--- src/rtl/shift_pkg.sv ---
// rtl/shift_pkg.sv - shared shift types, widths and arbiter FSM states
package shift_pkg;

    localparam int DATA_W = 16;
    localparam int AMT_W  = 4;

    localparam logic [2:0] SHL = 3'b000;
    localparam logic [2:0] SHR = 3'b001;
    localparam logic [2:0] ASL = 3'b010;
    localparam logic [2:0] ASR = 3'b011;
    localparam logic [2:0] ROL = 3'b100;
    localparam logic [2:0] ROR = 3'b101;

    typedef enum logic [1:0] {
        IDLE = 2'd0,
        EXEC = 2'd1,
        RESP = 2'd2
    } state_t;

endpackage

--- src/rtl/shifting_top.sv ---
// rtl/shifting_top.sv - combinational 16-bit shifter/rotator, unused types give zero
module shifting_top
    import shift_pkg::*;
(
    input  logic [DATA_W-1:0] data,
    input  logic [AMT_W-1:0]  amt,
    input  logic [2:0]        op_type,
    output logic [DATA_W-1:0] result
);

    logic [2*DATA_W-1:0] dbl;
    logic [2*DATA_W-1:0] dbl_left;
    logic [2*DATA_W-1:0] dbl_right;
    logic [DATA_W-1:0]   asr_res;

    // Rotates come from shifting the operand concatenated with itself.
    assign dbl       = {data, data};
    assign dbl_left  = dbl << amt;
    assign dbl_right = dbl >> amt;
    assign asr_res   = $unsigned($signed(data) >>> amt);

    always_comb begin
        result = '0;
        case (op_type)
            SHL:     result = data << amt;
            SHR:     result = data >> amt;
            ASL:     result = data << amt;
            ASR:     result = asr_res;
            ROL:     result = dbl_left[2*DATA_W-1:DATA_W];
            ROR:     result = dbl_right[DATA_W-1:0];
            default: result = '0;
        endcase
    end

endmodule

--- src/rtl/shift_arbiter.sv ---
// rtl/shift_arbiter.sv - two-requester round-robin front end for a shared shifter
module shift_arbiter
    import shift_pkg::*;
(
    input  logic              clk,
    input  logic              rst_n,
    input  logic              req0_valid,
    input  logic [DATA_W-1:0] req0_data,
    input  logic [AMT_W-1:0]  req0_amt,
    input  logic [2:0]        req0_type,
    output logic              req0_ready,
    input  logic              req1_valid,
    input  logic [DATA_W-1:0] req1_data,
    input  logic [AMT_W-1:0]  req1_amt,
    input  logic [2:0]        req1_type,
    output logic              req1_ready,
    output logic              rsp0_valid,
    output logic [DATA_W-1:0] rsp0_data,
    output logic              rsp1_valid,
    output logic [DATA_W-1:0] rsp1_data,
    output logic              busy
);

    state_t            state, state_nxt;
    logic              last_grant;
    logic              grant;
    logic              accept;
    logic [DATA_W-1:0] op_data;
    logic [AMT_W-1:0]  op_amt;
    logic [2:0]        op_type;
    logic              op_idx;
    logic [DATA_W-1:0] shift_res;
    logic [DATA_W-1:0] result_q;

    // On a tie the requester not served last wins; a lone requester always wins.
    always_comb begin
        grant = 1'b0;
        if (req0_valid && req1_valid) begin
            grant = ~last_grant;
        end else begin
            grant = req1_valid;
        end
    end

    assign accept     = rst_n && (state == IDLE) && (req0_valid || req1_valid);
    assign req0_ready = accept && !grant;
    assign req1_ready = accept && grant;

    always_comb begin
        state_nxt = state;
        case (state)
            IDLE:    if (accept) state_nxt = EXEC;
            EXEC:    state_nxt = RESP;
            RESP:    state_nxt = IDLE;
            default: state_nxt = IDLE;
        endcase
    end

    always_ff @(posedge clk or negedge rst_n) begin
        if (!rst_n) begin
            state      <= IDLE;
            last_grant <= 1'b1;
            op_data    <= '0;
            op_amt     <= '0;
            op_type    <= '0;
            op_idx     <= 1'b0;
            result_q   <= '0;
        end else begin
            state <= state_nxt;
            if (accept) begin
                last_grant <= grant;
                op_idx     <= grant;
                op_data    <= grant ? req1_data : req0_data;
                op_amt     <= grant ? req1_amt  : req0_amt;
                op_type    <= grant ? req1_type : req0_type;
            end
            if (state == EXEC) begin
                result_q <= shift_res;
            end
        end
    end

    shifting_top u_shifter (
        .data    (op_data),
        .amt     (op_amt),
        .op_type (op_type),
        .result  (shift_res)
    );

    assign rsp0_valid = (state == RESP) && !op_idx;
    assign rsp1_valid = (state == RESP) && op_idx;
    assign rsp0_data  = result_q;
    assign rsp1_data  = result_q;
    assign busy       = (state != IDLE);

endmodule

--- config.mk ---
export PLATFORM = sky130hd
export DESIGN_NAME = shift_arbiter
export DESIGN_NICKNAME = d
export VERILOG_FILES = /design/src/rtl/shift_pkg.sv /design/src/rtl/shifting_top.sv /design/src/rtl/shift_arbiter.sv
export SDC_FILE = /design/constraint.sdc
export NUM_CORES = 1
export LEC_CHECK = 0
export ABC_AREA = 1
export ABC_CLOCK_PERIOD_IN_PS = 3600
export BUFFER_PORTS_ARGS = -buffer_cell sky130_fd_sc_hd__buf_2
export CORE_UTILIZATION = 50
export CTS_CLUSTER_SIZE = 30
export DETAILED_ROUTE_END_ITERATION = 8
export PLACE_DENSITY_LB_ADDON = 0.2
export SLEW_MARGIN = 20
export SYNTH_ARGS = -nofsm -noshare
export SYNTH_HDL_FRONTEND = slang
export SYNTH_SLANG_ARGS = --single-unit
--- constraint.sdc ---
create_clock -name clk -period 3.6 [get_ports clk]
set_input_delay 0.72 -clock clk [delete_from_list [all_inputs] [get_ports clk]]
set_output_delay 0.72 -clock clk [all_outputs]
set_load 0.05 [all_outputs]
==> results.md, run 1 <==
- Root buffer cell: clkbuf_8
- Number of inserted diodes: 0
- Clock tree from TritonCTS: built
- Biggest area contributors in the synthesized netlist: nand2_1 28%, dfrtp_1 27%, nand3_1 22%
- Routed length per placed instance: 16.0 um
- Post-route fraction of the period consumed by the critical path: 78.9%
- Number of endpoints failing setup at the final stage: 0
- Main combinational cell family by area after synthesis: simple AND/OR/NAND/NOR gates
- Width of the chip: 90.9 um
- Mean Syn Cell Area: 5.86 sq um
- Number of sinks handled by clock tree synthesis: 43
- Cell leakage power: 2.44 nW
- Initial core utilization: 51.4%
- Post-synthesis xor/xnor area fraction: 0%
- Synth warn: 0
- Fin Clk Skew: 7.92 ps
- Post-synthesis cell type with the largest combined area: nand2_1
- Max-cap viol count: 0
- Leftover overflow at the end of global routing: 0
- Number of buffers added for setup after CTS: 0
- Unrepaired setup endpoints after global routing: no
- Buffers & Inverters on Critical Path: 5
- Count of instances resized after the clock tree is built: 0
- Critical path data arrival time: 2120 ps
- Result of the run: finished, final reports clean
- Hold bufs inserted after CTS: 0
- Maximum frequency from static timing analysis: 0.352 GHz
- Net count after synthesis: 724
- Worst max-slew margin expressed relative to the limit: 57.2%
- Peak supply drop: 550 uV
- Synthesized instance count: 674
- Placeable core region: 7690 sq um
- Transition time at the pin with the least slew margin: 642 ps
- Fraction of layout instances using a drive strength above 1: 16.8%
- Fin. Hold Viols: 0
- Site Rows: 32
- Post-place setup slack: 784 ps
- Areal power density over the cells: 825 nW/um^2
- Delay of the slowest critical-path stage: 310 ps
- Post-route minimum period: 2840 ps
- Drt drc: 0
- Min setup slack post-route: 761 ps
- Fraction of the yosys area taken by sequential cells: 27.3%
- Clock Latency Late Sink: 300 ps
- Post-synthesis adder-cell area fraction: 0%
- First-pass GRT wire length: 22.0 mm
- Die span in y: 90.9 um
- Via count: 4,800
- Fraction of the mapped netlist area in compound gates: 5.26%
- Register-to-register path setup slack: 1400 ps
- HPWL Detailed: 10.4 mm
- Port-buffer cells: 86
- Final Util: 57.0%
- Area Overhead vs Synth: 11.1%
- Combined global-route utilization of all metal layers: 33.7%
- Floorplan die area: 8250 sq um
- Buffer depth of the longest clock path: 2
- Cells traversed along the worst timing path: buf_2 -> inv_1 -> nor3_2 -> inv_1 -> nor2_2 -> buf_4 -> buf_2
- Combined area of all synthesized cells: 3950 sq um
- Startpoint type of the worst setup path: primary input
- Fraction of synthesized area in multiplexers: 0%
- Number of buffers created by CTS: 5
- Wirelength, routed: 13.3 mm
- Critical path fanouts, max: 24
- I/O pin cnt: 87
- TritonRoute pass-1 iters: 5
- Kind of end point of the critical path: output port
- Number of nets at the end of the flow: 780
- Slew Viols, Final: 0
- Class of the most critical hold timing path: flip-flop to flip-flop
- Initial antenna violation count: 0
- Area fraction of the dominant cell type after synthesis: 28.0%
- Residual antenna-violating net count after detailed routing: 0
- Critical path data required time: 2880 ps
- Last weighted congestion value of the routability-driven placer: 0.994
- Pin count of the biggest net entering global routing: 44
- Largest delay contributor family on the critical path: buffers and inverters
- Number of H-tree branching levels: 2
- Cell variety after synth: 28
- Clock slew at the register clock pins of the worst setup and hold paths: 90 ps
- Library cell contributing the largest single delay on the critical path: buf_2
- Worst Setup Path Type: primary input to output port
- Final setup TNS: 0 ps
- Flop and latch count out of synthesis: 43
- Starting DRT DRC Count: 412
- Via count of the first global-routing pass: 4,501
- Post-Synth Simple-Gate Area: 56.9%
- Via density: 5.76
## cell usage after synthesis, drive strengths merged
| library cell | instances |
|---|---|
| a21boi | 2 |
| a21oi | 9 |
| a31oi | 1 |
| buf | 41 |
| clkbuf | 8 |
| clkinv | 2 |
| dfrtp | 42 |
| dfstp | 1 |
| inv | 26 |
| nand2 | 297 |
| nand3 | 175 |
| nand4 | 7 |
| nor2 | 37 |
| nor3 | 4 |
| o211ai | 11 |
| o21ai | 11 |
## layout by cell type (no fill, tap or decap)
cell type and n:
nand2_1 294, nor2_4 3, nor3_2 1, nand3_2 2, nand3_1 173, clkinv_4 1
nor2_2 3, dfstp_2 1, a21oi_1 9, dfrtp_1 42, inv_2 2, a21boi_0 2
nor2_1 31, o21ai_1 3, inv_1 23, clkinvlp_4 1, nand4_1 7, a31oi_1 1
nor3_1 3, buf_4 12, o21ai_2 1, clkinv_1 2, nand2_2 3, o211ai_1 11
inv_4 1, clkbuf_8 6, buf_2 86, o21ai_0 7
## registers in the layout (all words and copies together), names as in the netlist
| signal | cells |
|---|---|
| op_data | 16 |
| rsp0_data | 16 |
| op_amt | 4 |
| op_type | 3 |
| state | 2 |
| last_grant | 1 |
| op_idx | 1 |
## stage by stage
stage                     cells  instance area (sq um)  power (mW)  hold WS, ps
after detailed placement    825                   4290        3.23          472
after floorplan             674                   3950        2.74          424
final                       833                   4390        3.62          482
after global routing        833                   4390        3.88          515
after global placement      825                   4290        3.21          474
after CTS                   833                   4390        3.59          486
## worst min-delay path: cells and delay by family, from the launching register on
| kind | cells | cell delay [ps] |
|---|---|---|
| flip-flops | 1 | 380 |
| AND/OR/NAND/NOR | 2 | 100 |
## power by group
group,leakage (nW),total (mW),internal [mW],switching [mW]
registers,0.542,0.798,0.636,0.162
logic,1.85,2.48,0.643,1.83
clock network,0.0474,0.347,0.157,0.190
## routing by layer
metal | up-vias | wire length (um) | global-route usage [%]
met2 | 278 | 5920 | 53.8
met3 | 39 | 1180 | 3.96
met4 | 0 | 575 | 15.3
met1 | 2173 | 5620 | 45.5
li1 | 2310 | - | -
met5 | - | 0 | 0
## area by class of cell
class / instances / area (sq um)
Multi-Input combinational cell: 554 / 2450
Clock inverter: 2 / 16.3
Tap cell: 102 / 128
Inverter: 28 / 108
Fill cell: 833 / 3300
Timing Repair Buffer: 98 / 520
Sequential cell: 43 / 1080
Clock buffer: 6 / 82.6
## final timing paths
path	startpoint	endpoint	cells past startpoint
setup / recovery	rst_n	req0_ready	7
hold / removal	last_grant$_DFFE_PN1P_	last_grant$_DFFE_PN1P_	2
setup reg to reg	op_amt[0]$_DFFE_PN0P_	rsp0_data[3]$_DFFE_PN0N_	11
hold reg to reg	last_grant$_DFFE_PN1P_	last_grant$_DFFE_PN1P_	2
max in group asynchronous	rst_n	op_data[0]$_DFFE_PN0P_	2
min in group asynchronous	rst_n	rsp0_data[11]$_DFFE_PN0N_	2
## logic make-up (layout without fill, tap and decap cells)
group | after synthesis | in the layout
buf+inv | 77 | 134
simple gates | 520 | 520
compound gates | 34 | 34
flops | 43 | 43
Note: power is estimated with default switching activity, not from simulation.
==> run 2: changes to the inputs <==
Settings changed: ABC_AREA 1 to 0, ABC_CLOCK_PERIOD_IN_PS 3600 to 2500.
Clock period 3.6 ns to 2.5 ns, I/O delays scaled along.
==> run 2 against run 1 <==
Net effect:
- count of clock-buffer cells in the layout is 1 lower
- global-route usage is 4.3 points lower
- cell area is 17% higher
- via count is 9.5% lower
- clock power is 64% higher
- power is 64% higher
- routed wire length is 3.5% higher
- clock skew is 1.1 ps higher
==> results.md, run 2 <==
- Placed cell count: 649 (-21%)
- Biggest area contributors in the synthesized netlist: dfrtp_1 23%, mux4_2 16%, mux2i_1 11%
- Commonest non-fill, non-tap cell in the layout: buf_2
- Pin count of the biggest net entering global routing: 50 (+14%)
- Number of endpoints failing setup at the final stage: 0 (unchanged)
- Number of nets at the end of the flow: 600 (-23%)
- Cell variety after synth: 66 (+140%)
- Critical path fanouts, max: 12 (-50%)
- Site Rows: 34 (+6.3%)
- Initial core utilization: 51.8% (+0.43 points)
- Last weighted congestion value of the routability-driven placer: 1.00 (+0.81%)
- Number of standard cells in the final layout excluding fillers: 659 (-21%)
- Maximum frequency from static timing analysis: 0.413 GHz
- Via count: 4,345 (-9.5%)
- TritonRoute pass-1 iters: 6 (+1)
- Clock tree from TritonCTS: built
- First-pass GRT wire length: 22.0 mm (about the same)
- I/O pin cnt: 87 (unchanged)
- Post-route fraction of the period consumed by the critical path: 96.8%
- Combined area of the multi-input logic cells: 3020 sq um (+23%)
- Number of sinks handled by clock tree synthesis: 43 (unchanged)
- Synth warn: 0 (unchanged)
- Port-buffer cells: 86 (unchanged)
- Post-route minimum period: 2420 ps
- Combined area of all synthesized cells: 4540 sq um (+15%)
- Floorplan die area: 9460 sq um (+15%)
- Die span in y: 97.3 um (+7.1%)
- Async set or reset register ratio after synthesis: 100% (unchanged)
- Number of cells traversed by the worst register-to-register path: 6 (-5)
- Hold bufs inserted after CTS: 0 (unchanged)
- Max-cap viol count: 0 (unchanged)
- Residual antenna-violating net count after detailed routing: 0 (unchanged)
- Number of enable flip-flop cells after synthesis: 0 (unchanged)
- Buffer depth of the longest clock path: 2 (unchanged)
- Class of the most critical hold timing path: primary input to asynchronous set/reset pin
- Critical path data required time: 2690 ps (-190 ps)
- Worst max-slew margin expressed relative to the limit: 42.6% (-15 points)
- Areal power density over the cells: 1160 nW/um^2 (+40%)
- Number of H-tree branching levels: 2 (unchanged)
- Number of buffers created by CTS: 5 (unchanged)
- HPWL Detailed: 10.4 mm (about the same)
- Placeable core region: 8760 sq um (+14%)
- Area Overhead vs Synth: 13.3%
- Unrepaired setup endpoints after global routing: no
- Fin. Hold Viols: 0 (unchanged)
- Net count after synthesis: 542 (-25%)
- Routed length per placed instance: 20.9 um (+31%)
- Fin Clk Skew: 8.99 ps (+1.07 ps)
- Drt drc: 0 (unchanged)
- Wirelength, routed: 13.8 mm (+3.5%)
- Area taken by flip-flops and latches: 1080 sq um (+0.58%)
- Cell leakage power: 2.23 nW (-8.5%)
- Clock slew at the register clock pins of the worst setup and hold paths: 90 ps (about the same)
- Fraction of the yosys area taken by sequential cells: 23.7% (-3.6 points)
- Flop and latch count out of synthesis: 43 (unchanged)
- Kind of end point of the critical path: flip-flop
- Final Util: 58.7% (+1.6 points)
- Number of fillers in the final layout: 819 (-1.7%)
- Initial antenna violation count: 0 (unchanged)
- Slew Viols, Final: 0 (unchanged)
- Power Total: 5.94 mW (+64%)
- Clock Latency Late Sink: 300 ps (about the same)
- Final setup TNS: 0 ps (unchanged)
- Via count of the first global-routing pass: 3,954 (-12%)
- Fraction of layout instances using a drive strength above 1: 36.1% (+19 points)
- Combined global-route utilization of all metal layers: 29.4% (-4.3 points)
- Startpoint type of the worst setup path: flip-flop
- Mean Syn Cell Area: 9.22 sq um (+57%)
- Area fraction of the dominant cell type after synthesis: 23.2% (-4.8 points)
- Synthesized instance count: 492 (-27%)
- Peak supply drop: 451 uV (-18%)
- Count leader, synth: mux2i_1
- Leftover overflow at the end of global routing: 0 (unchanged)
- Commonest cells after routing, fill and taps aside: 86 x buf_2, 49 x mux2i_1, 47 x nand2_1
- Post-synthesis cell type with the largest combined area: dfrtp_1
- Transition time at the pin with the least slew margin: 854 ps (+212 ps)
- Root buffer cell: clkbuf_8
- Via density: 6.59 (+14%)
- Synth top cells by count: 49 x mux2i_1, 47 x nand2_1, 42 x dfrtp_1, 37 x clkbuf_1, 37 x o21ai_0
- Width of the chip: 97.3 um (+7.1%)
- Number of inserted diodes: 0 (unchanged)
- Worst Setup Path Type: flip-flop to flip-flop
- Starting DRT DRC Count: 495 (+20%)
- Result of the run: finished, final reports clean
- Critical path data arrival time: 2610 ps (+490 ps)
- Dominant synthesized flop cell: dfrtp_1
run 2: layer usage:
metal	track usage (%)	share of wire (%)	vias to the layer above	wire, um
li1	-	-	1964	-
met1	40.1	40	2042	5570
met2	46.7	46	284	6320
met3	3.81	8.6	55	1180
met4	13.5	5.1	0	703
met5	0	0	-	0
run 2: report_power, final:
part / internal, mW / switching, mW
logic: 1.58 / 2.51
clock network: 0.298 / 0.272
registers: 0.922 / 0.366
total: 2.80 / 3.15
run 2: critical path: stages, from the launching register on:
cell and delay, ps:
dfrtp_1 540, mux4_2 550, mux2_2 320, a41o_1 240
a2111oi_0 410, buf_4 190, a21oi_1 60
run 2: cell type report:
type / instances / share of cell area, %
tap: 108 / 2.63
multi-input combinational: 369 / 58.7
timing repair buffer: 125 / 15.0
clock buffer: 5 / 1.34
clock inverter: 3 / 0.852
sequential: 43 / 21.1
inverter: 6 / 0.438
run 2: path summary, 6_finish.rpt:
kind,start,to,slack (ps)
setup / recovery,op_data[12]$_DFFE_PN0P_,rsp0_data[12]$_DFFE_PN0N_,80
hold / removal,rst_n,last_grant$_DFFE_PN1P_,190
setup reg to reg,op_data[12]$_DFFE_PN0P_,rsp0_data[12]$_DFFE_PN0N_,80
hold reg to reg,op_idx$_DFFE_PN0P_,op_idx$_DFFE_PN0P_,510
max in group asynchronous,rst_n,op_amt[2]$_DFFE_PN0P_,1710
min in group clk,req0_type[1],op_type[1]$_DFFE_PN0P_,480
run 2: what timing repair did:
action | 4_1_cts | 5_1_grt
resized for setup | 0 | 8
endpoints found under the hold margin | 0 | 0
endpoints found under the setup margin | 0 | 6
buffers inserted | 0 | 2
run 2: kinds of logic after synthesis:
| group | Yosys count | synth area share [%] |
|---|---|---|
| AO/OA/AOI/OAI | 137 | 19.7 |
| multiplexers | 102 | 33.0 |
| buffers and inverters | 80 | 10.1 |
| flip-flops | 43 | 23.7 |
| AND/OR/NAND/NOR | 130 | 13.5 |
run 2: stage by stage:
stage / setup slack (ps) / cell area, sq um / hold slack [ps]
after detailed placement: 31.0 / 4990 / 492
after global placement: 42.0 / 4990 / 482
after floorplan: 65.4 / 4540 / 204
after global routing: 1.04 / 5140 / 192
final: 80.8 / 5140 / 195
after CTS: 15.8 / 5100 / 181
==> run 3: changes to the inputs <==
Settings changed: REMOVE_ABC_BUFFERS set to 1.
==> run 3 against run 2 <==
Net effect:
- final cell count is 1.7% lower
- count of clock-buffer cells in the layout rose by 2
- routed wire length shrank 0.17%
- largest power group unchanged
==> results.md, run 3 (synthesis gave the netlist of run 2 again) <==
- Hold slack final: 230 ps (+35.3 ps)
- Result of the run: finished, final reports clean
- Drt drc: 0 (unchanged)
- Die span in y: 97.3 um (unchanged)
- Buffer depth of the longest clock path: 2 (unchanged)
- Last weighted congestion value of the routability-driven placer: 0.996 (-0.59%)
- Combined global-route utilization of all metal layers: 29.9% (+0.48 points)
- Clock slew at the register clock pins of the worst setup and hold paths: 90 ps (about the same)
- Number of sinks handled by clock tree synthesis: 43 (unchanged)
- Class of the most critical hold timing path: primary input to asynchronous set/reset pin
- Number of H-tree branching levels: 2 (unchanged)
- Width of the chip: 97.3 um (unchanged)
- Number of buffers added for setup after CTS: 0 (unchanged)
- Number of buffers created by CTS: 5 (unchanged)
- Number of inserted diodes: 0 (unchanged)
- Areal power density over the cells: 1150 nW/um^2 (-0.11%)
- Max-cap viol count: 0 (unchanged)
- Placeable core region: 8760 sq um (unchanged)
- Clock Latency Late Sink: 310 ps (about the same)
- Startpoint of the lowest-slack register-to-register path: op_amt[1]$_DFFE_PN0P_
- Final Util: 57.6% (-1.1 points)
- Site Rows: 34 (unchanged)
- Floorplan die area: 9460 sq um (unchanged)
- Fin Clk Skew: 12.7 ps (+3.68 ps)
- Number of cells traversed by the worst register-to-register path: 7 (+1)
- Number of fillers in the final layout: 851 (+3.9%)
- Number of endpoints failing setup at the final stage: 0 (unchanged)
- Slew Viols, Final: 0 (unchanged)
- Unrepaired setup endpoints after global routing: no
- Post-Place Cell Area: 4930 sq um (-1.2%)
- Fin. Hold Viols: 0 (unchanged)
- Clock tree from TritonCTS: built
- TritonRoute pass-1 iters: 5 (-1)
- First-pass GRT wire length: 22.0 mm (+0.22%)
- Critical path data required time: 2690 ps (about the same)
- Wirelength, routed: 13.7 mm (-0.17%)
- Initial antenna violation count: 0 (unchanged)
- Register-to-register path setup slack: 150 ps (+70 ps)
- Startpoint type of the worst setup path: flip-flop
- Routed length per placed instance: 21.2 um (+1.5%)
- Via count: 4,257 (-2.0%)
- I/O pin cnt: 87 (unchanged)
- Maximum frequency from static timing analysis: 0.425 GHz (+2.9%)
- Starting DRT DRC Count: 397 (-20%)
- Placed cell count: 640 (-1.4%)
- HPWL Detailed: 10.4 mm (-0.24%)
- Final setup TNS: 0 ps (unchanged)
- Initial core utilization: 51.8% (unchanged)
- Kind of end point of the critical path: flip-flop
- Number of standard cells in the final layout excluding fillers: 648 (-1.7%)
- CP Launch Point: op_amt[1]$_DFFE_PN0P_
- Worst Setup Path Type: flip-flop to flip-flop
- Commonest non-fill, non-tap cell in the layout: buf_2
- Critical path fanouts, max: 24 (+12)
- Combined area of the multi-input logic cells: 3020 sq um (unchanged)
- Post-route minimum period: 2350 ps (-68.0 ps)
- Post-route fraction of the period consumed by the critical path: 94.0% (-2.7 points)
- Post-route design area: 5040 sq um (-1.9%)
- Leftover overflow at the end of global routing: 0 (unchanged)
- Area taken by flip-flops and latches: 1080 sq um (unchanged)
- Worst reg2reg endpoint: rsp0_data[5]$_DFFE_PN0N_
- Residual antenna-violating net count after detailed routing: 0 (unchanged)
- Worst max-slew margin expressed relative to the limit: 58.6% (+16 points)
- Via count of the first global-routing pass: 3,868 (-2.2%)
- Pin count of the biggest net entering global routing: 50 (unchanged)
- Port-buffer cells: 86 (unchanged)
- Area Overhead vs Synth: 11.2%
- Commonest cells after routing, fill and taps aside: 86 x buf_2, 49 x mux2i_1, 47 x nand2_1
- Cell leakage power: 2.18 nW (-2.5%)
- Peak supply drop: 483 uV (+6.9%)
- Root buffer cell: clkbuf_8
- Critical path data arrival time: 2540 ps (-70 ps)
- Transition time at the pin with the least slew margin: 618 ps (-236 ps)
- Number of nets at the end of the flow: 589 (-1.8%)
- Via density: 6.57 (-0.36%)
- Fraction of layout instances using a drive strength above 1: 34.1% (-2.0 points)
## run 3: where the power goes
| group | total, mW | leakage, nW | switching, mW | internal, mW |
|---|---|---|---|---|
| sequential | 1.30 | 0.527 | 0.374 | 0.922 |
| clock | 0.554 | 0.0524 | 0.255 | 0.299 |
| combinational | 3.98 | 1.60 | 2.47 | 1.50 |
## run 3: cell type report
| cell class | count | area share (%) |
|---|---|---|
| clock buffer | 7 | 1.51 |
| inverter | 6 | 0.446 |
| clock inverter | 1 | 0.595 |
| timing repair buffer | 114 | 13.5 |
| sequential | 43 | 21.5 |
| tap | 108 | 2.68 |
| multi-input combinational | 369 | 59.8 |
## run 3: per-layer routing
layer | global-route usage, % | up-vias | wire [um]
met5 | 0 | - | 0
met4 | 11.1 | 0 | 431
met3 | 5.47 | 33 | 1280
met2 | 45.3 | 269 | 6250
met1 | 42.7 | 2021 | 5780
li1 | - | 1934 | -
## run 3: worst max-delay path: stages (launching register included)
cell	delay [ps]
dfrtp_2	500
buf_4	340
mux4_1	360
mux2_2	320
a32o_1	210
a21oi_1	140
nand3_1	100
a32o_1	260
## run 3: how the worst max path moves through the flow
stage,end,cells after the start
after floorplan,req0_ready,2
after global placement,rsp0_data[12]$_DFFE_PN0N_,5
after detailed placement,rsp0_data[4]$_DFFE_PN0N_,7
after CTS,rsp0_data[4]$_DFFE_PN0N_,7
after global routing,rsp0_data[12]$_DFFE_PN0N_,7
final,rsp0_data[5]$_DFFE_PN0N_,7
## run 3: what timing repair did
| action | CTS | global route |
|---|---|---|
| gates resized for setup | 0 | 3 |
| hold buffers | 0 | 0 |
| endpoints found under the setup margin | 0 | 2 |
## run 3: stage by stage
step,power [mW],setup WS (ps)
5_1_grt,6.13,16.7
3_3_place_gp,5.21,160
3_5_place_dp,5.20,168
4_1_cts,5.77,153
6_report,5.83,149
2_1_floorplan,4.07,-1950
